**src/rtl/frog_game_ctrl_if.sv**
```systemverilog
// Button/collision inputs and frog status outputs of the game sequencer.
// master: the side that drives buttons and consumes status (board / bench).
// slave:  the game sequencer itself.
interface frog_game_ctrl_if;
  logic       i_Start;
  logic       i_Frog_Up;
  logic       i_Frog_Dn;
  logic       i_Frog_Lt;
  logic       i_Frog_Rt;
  logic       i_Collide;
  logic [9:0] o_Frog_X;
  logic [9:0] o_Frog_Y;
  logic       o_Draw_Frog;
  logic [2:0] o_State;
  logic [1:0] o_Lives;
  logic [7:0] o_Score;
  logic       o_Hop;

  modport master (
    output i_Start, i_Frog_Up, i_Frog_Dn, i_Frog_Lt, i_Frog_Rt, i_Collide,
    input  o_Frog_X, o_Frog_Y, o_Draw_Frog, o_State, o_Lives, o_Score, o_Hop
  );

  modport slave (
    input  i_Start, i_Frog_Up, i_Frog_Dn, i_Frog_Lt, i_Frog_Rt, i_Collide,
    output o_Frog_X, o_Frog_Y, o_Draw_Frog, o_State, o_Lives, o_Score, o_Hop
  );
endinterface

```
**src/rtl/frog_game_ctrl.sv**
```systemverilog
// Frog game sequencer: owns the frog position, turns button presses into hops
// with a cooldown, handles collision death/respawn, lives, scoring and
// start/game-over control. All outputs are registered.
module frog_game_ctrl #(
  parameter int unsigned TILE_SIZE      = 32,
  parameter int unsigned H_VISIBLE_AREA = 640,
  parameter int unsigned V_VISIBLE_AREA = 480,
  parameter int unsigned X_BASE         = 320,
  parameter int unsigned Y_BASE         = 448,
  parameter int unsigned HOP_CYCLES     = 2500000,
  parameter int unsigned DEATH_CYCLES   = 12500000,
  parameter int unsigned LIVES          = 3
) (
  input logic             i_Clk,
  input logic             i_Rst,
  frog_game_ctrl_if.slave bus
);

  localparam int unsigned HopW   = ($clog2(HOP_CYCLES) > 1) ? $clog2(HOP_CYCLES) : 1;
  // At least 4 bits so the blink bit (bit 3) always exists.
  localparam int unsigned DeathW = ($clog2(DEATH_CYCLES) > 4) ? $clog2(DEATH_CYCLES) : 4;

  localparam logic [10:0] Tile   = 11'(TILE_SIZE);
  localparam logic [10:0] XMax   = 11'(H_VISIBLE_AREA - TILE_SIZE);
  localparam logic [10:0] YMax   = 11'(V_VISIBLE_AREA - TILE_SIZE);
  localparam logic [9:0]  XBase  = 10'(X_BASE);
  localparam logic [9:0]  YBase  = 10'(Y_BASE);
  localparam logic [9:0]  Step   = 10'(TILE_SIZE);
  localparam logic [1:0]  LivesInit = 2'(LIVES);

  typedef enum logic [2:0] {
    StIdle     = 3'd0,
    StPlay     = 3'd1,
    StHop      = 3'd2,
    StDead     = 3'd3,
    StGameOver = 3'd4
  } state_e;

  state_e              state_q, state_d;
  logic [9:0]          frog_x_q, frog_x_d;
  logic [9:0]          frog_y_q, frog_y_d;
  logic [1:0]          lives_q, lives_d;
  logic [7:0]          score_q, score_d;
  logic                hop_q, hop_d;
  logic                draw_q, draw_d;
  logic [HopW-1:0]     hop_cnt_q, hop_cnt_d;
  logic [DeathW-1:0]   death_cnt_q, death_cnt_d;

  logic [10:0] x_w, y_w;
  logic        one_hot, up_ok, dn_ok, lt_ok, rt_ok, move_ok, goal;
  logic        hop_done, death_done;

  // Move decode in 11 bits so the bound checks cannot wrap.
  assign x_w     = {1'b0, frog_x_q};
  assign y_w     = {1'b0, frog_y_q};
  assign one_hot = $onehot({bus.i_Frog_Up, bus.i_Frog_Dn, bus.i_Frog_Lt, bus.i_Frog_Rt});
  assign up_ok   = bus.i_Frog_Up && (y_w >= Tile);
  assign dn_ok   = bus.i_Frog_Dn && ((y_w + Tile) <= YMax);
  assign lt_ok   = bus.i_Frog_Lt && (x_w >= Tile);
  assign rt_ok   = bus.i_Frog_Rt && ((x_w + Tile) <= XMax);
  assign move_ok = one_hot && (up_ok || dn_ok || lt_ok || rt_ok);
  // An up hop landing on row 0 reaches the goal.
  assign goal    = up_ok && (y_w == Tile);

  assign hop_done   = (hop_cnt_q == HopW'(HOP_CYCLES - 1));
  assign death_done = (death_cnt_q == DeathW'(DEATH_CYCLES - 1));

  // State and datapath registers.
  always_ff @(posedge i_Clk or posedge i_Rst) begin
    if (i_Rst) begin
      state_q     <= StIdle;
      frog_x_q    <= XBase;
      frog_y_q    <= YBase;
      lives_q     <= LivesInit;
      score_q     <= 8'd0;
      hop_q       <= 1'b0;
      draw_q      <= 1'b0;
      hop_cnt_q   <= '0;
      death_cnt_q <= '0;
    end else begin
      state_q     <= state_d;
      frog_x_q    <= frog_x_d;
      frog_y_q    <= frog_y_d;
      lives_q     <= lives_d;
      score_q     <= score_d;
      hop_q       <= hop_d;
      draw_q      <= draw_d;
      hop_cnt_q   <= hop_cnt_d;
      death_cnt_q <= death_cnt_d;
    end
  end

  // Next-state: collision beats moves and cooldown expiry.
  always_comb begin
    state_d = state_q;
    case (state_q)
      StIdle, StGameOver: if (bus.i_Start) state_d = StPlay;
      StPlay: begin
        if (bus.i_Collide)  state_d = StDead;
        else if (move_ok)   state_d = StHop;
      end
      StHop: begin
        if (bus.i_Collide)  state_d = StDead;
        else if (hop_done)  state_d = StPlay;
      end
      StDead: if (death_done) state_d = (lives_q != 2'd0) ? StPlay : StGameOver;
      default: state_d = StIdle;
    endcase
  end

  // Datapath and output next values.
  always_comb begin
    frog_x_d    = frog_x_q;
    frog_y_d    = frog_y_q;
    lives_d     = lives_q;
    score_d     = score_q;
    hop_d       = 1'b0;
    hop_cnt_d   = hop_cnt_q;
    death_cnt_d = death_cnt_q;
    case (state_q)
      StIdle, StGameOver: begin
        if (bus.i_Start) begin
          frog_x_d = XBase;
          frog_y_d = YBase;
          lives_d  = LivesInit;
          score_d  = 8'd0;
        end
      end
      StPlay: begin
        if (bus.i_Collide) begin
          lives_d     = (lives_q != 2'd0) ? lives_q - 2'd1 : 2'd0;
          death_cnt_d = '0;
        end else if (move_ok) begin
          hop_d     = 1'b1;
          hop_cnt_d = '0;
          if (goal) begin
            frog_x_d = XBase;
            frog_y_d = YBase;
            score_d  = (score_q == 8'hFF) ? 8'hFF : score_q + 8'd1;
          end else if (up_ok) begin
            frog_y_d = frog_y_q - Step;
          end else if (dn_ok) begin
            frog_y_d = frog_y_q + Step;
          end else if (lt_ok) begin
            frog_x_d = frog_x_q - Step;
          end else begin
            frog_x_d = frog_x_q + Step;
          end
        end
      end
      StHop: begin
        if (bus.i_Collide) begin
          lives_d     = (lives_q != 2'd0) ? lives_q - 2'd1 : 2'd0;
          death_cnt_d = '0;
        end else if (!hop_done) begin
          hop_cnt_d = hop_cnt_q + HopW'(1);
        end
      end
      StDead: begin
        if (death_done) begin
          frog_x_d = XBase;
          frog_y_d = YBase;
        end else begin
          death_cnt_d = death_cnt_q + DeathW'(1);
        end
      end
      default: ;
    endcase
    // Sprite visible while playing; blinks on counter bit 3 while dead.
    draw_d = (state_d == StPlay) || (state_d == StHop) ||
             ((state_d == StDead) && !death_cnt_d[3]);
  end

  assign bus.o_Frog_X    = frog_x_q;
  assign bus.o_Frog_Y    = frog_y_q;
  assign bus.o_Draw_Frog = draw_q;
  assign bus.o_State     = state_q;
  assign bus.o_Lives     = lives_q;
  assign bus.o_Score     = score_q;
  assign bus.o_Hop       = hop_q;

endmodule

```
**src/flat_wrapper.sv**
```systemverilog
// flat-port wrapper written by rule: the top's interface ports become plain ports
module frog_game_ctrl_flat 
#(
  parameter int unsigned TILE_SIZE      = 32,
  parameter int unsigned H_VISIBLE_AREA = 640,
  parameter int unsigned V_VISIBLE_AREA = 480,
  parameter int unsigned X_BASE         = 320,
  parameter int unsigned Y_BASE         = 448,
  parameter int unsigned HOP_CYCLES     = 2500000,
  parameter int unsigned DEATH_CYCLES   = 12500000,
  parameter int unsigned LIVES          = 3
)
  (i_Clk, i_Rst, bus_i_Start, bus_i_Frog_Up, bus_i_Frog_Dn, bus_i_Frog_Lt, bus_i_Frog_Rt, bus_i_Collide, bus_o_Frog_X, bus_o_Frog_Y, bus_o_Draw_Frog, bus_o_State, bus_o_Lives, bus_o_Score, bus_o_Hop);
  frog_game_ctrl_if bus_i ();
  input logic i_Clk;
  input logic i_Rst;
  input wire logic [$bits(bus_i.i_Start)-1:0] bus_i_Start;
  input wire logic [$bits(bus_i.i_Frog_Up)-1:0] bus_i_Frog_Up;
  input wire logic [$bits(bus_i.i_Frog_Dn)-1:0] bus_i_Frog_Dn;
  input wire logic [$bits(bus_i.i_Frog_Lt)-1:0] bus_i_Frog_Lt;
  input wire logic [$bits(bus_i.i_Frog_Rt)-1:0] bus_i_Frog_Rt;
  input wire logic [$bits(bus_i.i_Collide)-1:0] bus_i_Collide;
  output wire logic [$bits(bus_i.o_Frog_X)-1:0] bus_o_Frog_X;
  output wire logic [$bits(bus_i.o_Frog_Y)-1:0] bus_o_Frog_Y;
  output wire logic [$bits(bus_i.o_Draw_Frog)-1:0] bus_o_Draw_Frog;
  output wire logic [$bits(bus_i.o_State)-1:0] bus_o_State;
  output wire logic [$bits(bus_i.o_Lives)-1:0] bus_o_Lives;
  output wire logic [$bits(bus_i.o_Score)-1:0] bus_o_Score;
  output wire logic [$bits(bus_i.o_Hop)-1:0] bus_o_Hop;
  assign bus_i.i_Start = bus_i_Start;
  assign bus_i.i_Frog_Up = bus_i_Frog_Up;
  assign bus_i.i_Frog_Dn = bus_i_Frog_Dn;
  assign bus_i.i_Frog_Lt = bus_i_Frog_Lt;
  assign bus_i.i_Frog_Rt = bus_i_Frog_Rt;
  assign bus_i.i_Collide = bus_i_Collide;
  assign bus_o_Frog_X = bus_i.o_Frog_X;
  assign bus_o_Frog_Y = bus_i.o_Frog_Y;
  assign bus_o_Draw_Frog = bus_i.o_Draw_Frog;
  assign bus_o_State = bus_i.o_State;
  assign bus_o_Lives = bus_i.o_Lives;
  assign bus_o_Score = bus_i.o_Score;
  assign bus_o_Hop = bus_i.o_Hop;
  frog_game_ctrl #(.TILE_SIZE(TILE_SIZE), .H_VISIBLE_AREA(H_VISIBLE_AREA), .V_VISIBLE_AREA(V_VISIBLE_AREA), .X_BASE(X_BASE), .Y_BASE(Y_BASE), .HOP_CYCLES(HOP_CYCLES), .DEATH_CYCLES(DEATH_CYCLES), .LIVES(LIVES)) u_core (.i_Clk(i_Clk), .i_Rst(i_Rst), .bus(bus_i));
endmodule
```
**config.mk**
```make
export PLATFORM = sky130hd
export DESIGN_NAME = frog_game_ctrl_flat
export DESIGN_NICKNAME = d
export VERILOG_FILES = /design/src/rtl/frog_game_ctrl_if.sv /design/src/rtl/frog_game_ctrl.sv /design/src/flat_wrapper.sv
export SDC_FILE = /design/constraint.sdc
export NUM_CORES = 1
export LEC_CHECK = 0
export CORE_MARGIN = 3
export CORE_UTILIZATION = 30
export CTS_CLUSTER_DIAMETER = 60
export DETAILED_ROUTE_END_ITERATION = 12
export HOLD_SLACK_MARGIN = 0.12
export PLACE_DENSITY = 0.51
export SETUP_SLACK_MARGIN = 0.05
export SYNTH_ARGS = -nofsm -noshare
export SYNTH_HDL_FRONTEND = slang
export SYNTH_SLANG_ARGS = --single-unit
```
**constraint.sdc**
```tcl
create_clock -name i_Clk -period 8 [get_ports i_Clk]
set_input_delay 1.6 -clock i_Clk [delete_from_list [all_inputs] [get_ports i_Clk]]
set_output_delay 1.6 -clock i_Clk [all_outputs]
set_load 0.05 [all_outputs]
```
==> run_results.csv, run 1 <==
group,metric,value,unit
clock_tree,clockRootBuffer,"clkbuf_16",
sta,setup_slack,3.25,ns
placed_design,gp_congestion,0.876,
power_and_ir_drop,p_comb_share,6.5,%
layout,syn2layout_area_growth,16.3,%
worst_setup_path,cp-end-kind,"flop",
clock_tree,post_cts_resized,0,
power_and_ir_drop,powerDensity,154,nW/um2
layout,nets,565,
layout,drive_gt1_share,6.93,%
placed_design,io_buffer_count,32,
worst_setup_path,crit_family,"compound AO/OA/AOI/OAI gates",
layout,num_antenna_cells,0,
worst_setup_path,crit_top_cell,"ha_1",
global_routing,grt_pass1_wl,18600,um
clock_tree,cts_tree,"yes",
route,viasPerCell,5.30,
die,ioPinCount,43,
power_and_ir_drop,pwr-share-seq,44.6,%
synth,synthDistinctLibCells,73,
worst_setup_path,slowest_stage,"clkdlybuf4s50_1",
die,rows,44,
worst_setup_path,worstPathBufferInverterCount,2,
sta,fin_crit_sh,59.3,%
worst_setup_path,critPathMaxFanout,25,
synth,synthFlopType,"dfrtp_1",
die,start_util,30.9,%
clock_tree,cts_sinks,71,
global_routing,grt_max_degree,72,
die,die-height,129,um
synth,syn-instance-count,518,
global_routing,grt_pass1_vias,3790,
sta,slew_headroom,38.2,%
placed_design,dp_hpwl,7740,um
sta,finalSetupViolCount,0,
flow_run,drv_cap,0,
worst_setup_path,cp_slowest_stage_delay,0.59,ns
clock_tree,cts-buffers-inserted,9,
placed_design,pre_cts_ws,2.90,ns
global_routing,overflow,0,
worst_setup_path,r2r_cells,9,
power_and_ir_drop,p_int,0.000623,W
worst_setup_path,cp.arrival,4.97,ns
power_and_ir_drop,swShare,23.3,%
worst_setup_path,timing.rr.end,"u_core.bus.o_Score[5]$_DFFE_PP0P_",
global_routing,grt_usage,13.7,%
clock_tree,insertion_delay,0.34,ns
clock_tree,cts.clk_slew.worst_paths,0.06,ns
clock_tree,cts_buffer_depth,2,
power_and_ir_drop,vdd_ir_drop_max,0.0943,mV
clock_tree,postCtsSetupBuffers,0,
clock_tree,cts_hold_buffers,0,
power_and_ir_drop,leakagePower,2.12,nW
sta,finalHoldViolCount,0,
synth,synthMostInstantiatedCell,"dfrtp_1",
synth,yosys-top-cells-area,"dfrtp_1, xnor2_1, nor2_1, dfstp_2, ha_1",
synth,ys_top_cells_by_count,"dfrtp_1, nor2_1, nand2_1",
worst_setup_path,crit_path_end,"u_core.bus.o_Score[7]$_DFFE_PP0P_",
route,via_count,3876,
die,die_area,16600,um2
sta,worst_pin_slew,0.927,ns
sta,tns,0,ns
hold_path,min_path_type,"reg -> reg",
route,drt-total-wl,10900,um
die,core_area,14600,um2
global_routing,antenna_found_initial,0,
worst_setup_path,timing.rr.start,"u_core.bus.o_Frog_X[6]$_DFFE_PP1P_",
synth,avgSynthCellArea,8.75,um2
synth,synth.top_cell.area_share,35.3,%
route,drt-initial-drc-count,232,
worst_setup_path,setup.worst_path.start,"bus_i_Frog_Up",
synth,async_flop_share,100,%
sta,rsz0062_at_grt,"false",
sta,fin_skew,0.00752,ns
status,run_status,"completed",
synth,ys_seq_elements,71,
worst_setup_path,crit_chain,"clkdlybuf4s50_1, ha_1, ha_1, fa_1, nor4bb_1, o211a_1, a22o_1, a22oi_2, inv_2, a21oi_2, o32a_1",
worst_setup_path,cp.depth,11,
synth,synth_area_leader_cell,"dfrtp_1",
die,die_x,129,um
synth,yosys_warnings,0,
synth,synth_area,4530,um2
clock_tree,h-tree-depth,3,
route,post_drt_wl_per_cell,14.9,um
power_and_ir_drop,switching_power,0.000189,W
sta,fin_crit,4.75,ns
route,drt_first_pass_iters,4,
worst_setup_path,worst-setup-path-type,"in -> reg",
synth,synth-edff-count,0,
worst_setup_path,cp.required,8.22,ns
power_and_ir_drop,clockPowerShare,49.0,%
sta,max_clock_freq,211,MHz
route,drc,0,
sta,finalMaxSlewViolations,0,
route,ant_nets,0,
worst_setup_path,rrSetupSlack,4.73,ns
worst_setup_path,start_kind,"primary input",
synth,synth_seq_area_share,39.4,%
## kinds of logic (layout without fill, tap and decap cells)
kind of cell | count (synthesis) | in the layout | share of synthesized area [%]
compound gates | 119 | 119 | 18.0
flops | 71 | 71 | 39.4
simple gates | 216 | 216 | 24.5
mux | 8 | 8 | 1.85
xor+xnor | 35 | 35 | 6.77
other cells | 1 | 10 | 0.0828
buf+inv | 54 | 75 | 5.36
fa+ha+maj | 14 | 14 | 4.03
## power by group through the flow
stage	Sequential (W)	Clock, W	Combinational [W]
floorplan	0.000369	0	0.0000404
global placement	0.000368	0	0.0000531
detailed placement	0.000368	0	0.0000531
CTS	0.000362	0.000406	0.0000533
global route	0.000362	0.000422	0.0000585
finish	0.000362	0.000398	0.0000527
## worst min-delay path by stage
stage                                              endpoint                         startpoint  slack (ns)  cells after the start
final                     u_core.bus.o_Lives[1]$_DFFE_PP1P_  u_core.bus.o_Lives[1]$_DFFE_PP1P_        0.49                      2
after detailed placement  u_core.bus.o_Lives[1]$_DFFE_PP1P_  u_core.bus.o_Lives[1]$_DFFE_PP1P_        0.48                      2
after floorplan           u_core.death_cnt_q[4]$_DFFE_PP0P_  u_core.death_cnt_q[4]$_DFFE_PP0P_        0.47                      1
after global placement    u_core.bus.o_Lives[1]$_DFFE_PP1P_  u_core.bus.o_Lives[1]$_DFFE_PP1P_        0.48                      2
after global routing      u_core.bus.o_Lives[1]$_DFFE_PP1P_  u_core.bus.o_Lives[1]$_DFFE_PP1P_        0.52                      2
after CTS                 u_core.bus.o_Lives[1]$_DFFE_PP1P_  u_core.bus.o_Lives[1]$_DFFE_PP1P_        0.49                      2
## placed cells by master (no fill, tap or decap), drive strengths merged, types with 4 or more instances in the layout
| cell | netlist | layout |
|---|---|---|
| dfrtp | 64 | 64 |
| nor2 | 54 | 54 |
| nand2 | 40 | 40 |
| clkdlybuf4s50 | 0 | 32 |
| xnor2 | 30 | 30 |
| a21oi | 28 | 28 |
| inv | 26 | 26 |
| nor3 | 25 | 25 |
| o21ai | 24 | 24 |
| nand3 | 23 | 23 |
| nor4 | 13 | 13 |
| ha | 13 | 13 |
| clkbuf | 15 | 12 |
| or3 | 11 | 11 |
| nand4 | 10 | 10 |
| conb | 1 | 10 |
| and3 | 9 | 9 |
| a31oi | 9 | 9 |
| dfstp | 7 | 7 |
| nand2b | 6 | 6 |
| or4 | 6 | 6 |
| mux2i | 5 | 5 |
| o31ai | 5 | 5 |
| o211ai | 5 | 5 |
| xor2 | 5 | 5 |
| a211oi | 5 | 5 |
| a22oi | 5 | 5 |
| and2 | 4 | 4 |
| a22o | 4 | 4 |
| a21o | 4 | 4 |
| a2bb2oi | 4 | 4 |
| a21boi | 4 | 4 |
## layout make-up
cell class	instances	area [um2]
Inverter	26	97.6
Clock buffer	12	246
Timing Repair Buffer	33	328
Fill cell	1488	9380
Clock inverter	4	45.0
Multi-Input combinational cell	402	2540
Tap cell	184	230
Sequential cell	71	1790
## metrics by stage
step	hold WS, ns	cell area (um2)	std cells	util, %	total power (W)
6_report	0.491	5270	732	36.0	0.000813
5_1_grt	0.524	5270	732	36.0	0.000843
4_1_cts	0.494	5270	732	36.0	0.000822
3_5_place_dp	0.483	4980	716	34.0	0.000422
3_3_place_gp	0.482	4980	716	34.0	0.000421
2_1_floorplan	0.475	4560	527	-	0.000410
## registers in the layout, indices dropped and copies added (netlist names)
name and flops:
u_core.death_cnt_q 24, u_core.hop_cnt_q 22, u_core.bus.o_Score 8, u_core.bus.o_Frog_X 5
u_core.bus.o_Frog_Y 5, u_core.bus.o_State 3, u_core.bus.o_Lives 2, u_core.bus.o_Draw_Frog 1
u_core.bus.o_Hop 1
## routing by layer
metal	vias to the layer above	wire, um	GRT usage, %
li1	1902	-	-
met1	1886	5180	18.4
met2	75	5240	22.6
met3	13	375	2.95
met4	0	125	3.58
met5	-	0	0
## tightest hold or removal path: stages (launching register included)
cell	delay [ns]
dfstp_2	0.39
nand2_1	0.06
nand2_1	0.04
(Power assumes the default switching activity.)
==> inputs of run 2 (changes only) <==
==> constraint.sdc (replaced) <==
create_clock -name i_Clk -period 4.8 [get_ports i_Clk]
set_input_delay 0.96 -clock i_Clk [delete_from_list [all_inputs] [get_ports i_Clk]]
set_output_delay 0.96 -clock i_Clk [all_outputs]
set_load 0.05 [all_outputs]
==> run_results.csv, run 2 (synthesized netlist as in run 1, its figures left out) <==
group,metric,value,unit
status,run_status,"completed",
die,die_x,129,um
route,drt-total-wl,11100,um
worst_setup_path,crit_chain,"clkdlybuf4s50_1, ha_1, ha_1, fa_1, nor4bb_1, o211a_1, a22o_1, a22oi_2, o21ai_1, mux2_1",
flow_run,drv_cap,0,
sta,whs,0.493,ns
sta,fin_crit,3.99,ns
route,via_count,3921,
layout,final_cell_mix,"dfrtp_1, nor2_1, nand2_1",
global_routing,grt_usage,14.2,%
sta,finalHoldViolCount,0,
sta,finalMaxSlewViolations,0,
clock_tree,cts_hold_buffers,0,
route,drt-initial-drc-count,196,
sta,tns,0,ns
worst_setup_path,worstPathBufferInverterCount,1,
sta,max_clock_freq,251,MHz
sta,setup_slack,0.809,ns
die,start_util,30.9,%
power_and_ir_drop,leakagePower,2.12,nW
layout,drive_gt1_share,7.27,%
die,ioPinCount,43,
sta,slew_headroom,36.5,%
clock_tree,h-tree-depth,3,
clock_tree,cts_buffer_depth,2,
layout,design_area,5270,um2
global_routing,antenna_found_initial,0,
route,drt_first_pass_iters,4,
placed_design,placed_cell_area,4990,um2
clock_tree,cts_tree,"yes",
clock_tree,clockRootBuffer,"clkbuf_16",
sta,rsz0062_at_grt,"false",
worst_setup_path,cp.required,5.01,ns
die,die-height,129,um
layout,mostFrequentLayoutCell,"dfrtp_1",
sta,worst_pin_slew,0.946,ns
die,rows,44,
worst_setup_path,slowest_stage,"clkdlybuf4s50_1",
clock_tree,insertion_delay,0.33,ns
global_routing,grt-busiest-layer,"met2",
sta,fin_skew,0.00677,ns
clock_tree,cts_sinks,71,
placed_design,dp.cells,718,
worst_setup_path,cp_slowest_stage_delay,0.58,ns
placed_design,io_buffer_count,32,
placed_design,pre_cts_ws,0.492,ns
global_routing,overflow,0,
clock_tree,postCtsSetupBuffers,0,
worst_setup_path,crit_family,"adder cells",
layout,fillers,1509,
layout,num_antenna_cells,0,
worst_setup_path,start_kind,"primary input",
global_routing,grt_max_degree,30,
placed_design,dp_hpwl,7980,um
worst_setup_path,critPathMaxFanout,6,
die,core_area,14600,um2
die,die_area,16600,um2
global_routing,use_met1,19.5,%
worst_setup_path,cp-end-kind,"flop",
route,post_drt_wl_per_cell,15.1,um
placed_design,gp_congestion,0.842,
worst_setup_path,rrSetupSlack,1.61,ns
clock_tree,cts-buffers-inserted,9,
clock_tree,post_cts_resized,0,
worst_setup_path,cp.arrival,4.21,ns
hold_path,min_path_type,"reg -> reg",
global_routing,grt_pass1_vias,3793,
layout,largest-register,"u_core.death_cnt_q",
route,ant_nets,0,
worst_setup_path,worst-setup-path-type,"in -> reg",
global_routing,grt_util_met3,2.82,%
global_routing,grt_pass1_wl,19100,um
sta,finalSetupViolCount,0,
layout,nets,567,
layout,syn2layout_area_growth,16.3,%
route,drc,0,
worst_setup_path,crit_top_cell,"ha_1",
layout,fin_cells,734,
power_and_ir_drop,vdd_ir_drop_max,0.175,mV
route,viasPerCell,5.34,
clock_tree,cts.clk_slew.worst_paths,0.06,ns
power_and_ir_drop,powerDensity,250,nW/um2
sta,fin_crit_sh,83.1,%
global_routing,global_route.usage.met2,22.3,%
layout,largest_reg_flops,24,
==> run 2: report_power, final <==
group | leakage [nW] | switching, W | total [W] | internal, W
Sequential | 0.919 | 0.00000300 | 0.000604 | 0.000601
Clock | 0.136 | 0.000248 | 0.000624 | 0.000376
Combinational | 1.06 | 0.0000635 | 0.0000885 | 0.0000250
==> run 2: final cells by class <==
class	count	area (um2)	area share [%]
multi-input cells	402	2540	48.1
flip-flops and latches	71	1790	33.9
repair buffers	35	343	6.51
clock buffers	13	260	4.94
well taps	184	230	4.37
inverters	26	97.6	1.85
clock inverters	3	17.5	0.332
==> run 2: per-stage QoR <==
step	total power (W)	utilization (%)
2_1_floorplan	0.000683	-
3_3_place_gp	0.000702	34.1
3_5_place_dp	0.000703	34.1
4_1_cts	0.00134	36.0
5_1_grt	0.00137	36.0
6_report	0.00132	36.0
==> run 2: path summary, 6_finish.rpt <==
path	startpoint	to	cells after the start
hold / removal	u_core.bus.o_Lives[1]$_DFFE_PP1P_	u_core.bus.o_Lives[1]$_DFFE_PP1P_	2
setup / recovery	bus_i_Frog_Lt	u_core.bus.o_Score[0]$_DFFE_PP0P_	10
min in group asynchronous	i_Rst	u_core.bus.o_Hop$_DFF_PP0_	2
setup reg to reg	u_core.bus.o_Frog_X[6]$_DFFE_PP1P_	u_core.bus.o_Score[5]$_DFFE_PP0P_	9
max in group asynchronous	i_Rst	u_core.bus.o_Lives[1]$_DFFE_PP1P_	3
hold reg to reg	u_core.bus.o_Lives[1]$_DFFE_PP1P_	u_core.bus.o_Lives[1]$_DFFE_PP1P_	2
==> run 2: layer usage <==
layer  wire [um]  up-vias
met5           0        -
met4         141        0
met3         358        9
met2        5190       75
met1        5390     1929
li1            -     1908
==> run 2: worst reg2reg max path, cell delays in order (launching register included) <==
cell       delay, ns
dfstp_2         0.64
inv_1           0.11
ha_1            0.20
or4_1           0.51
o31ai_1         0.37
o211ai_1        0.32
a22oi_2         0.33
inv_2           0.15
a21oi_2         0.27
a2bb2oi_1       0.22
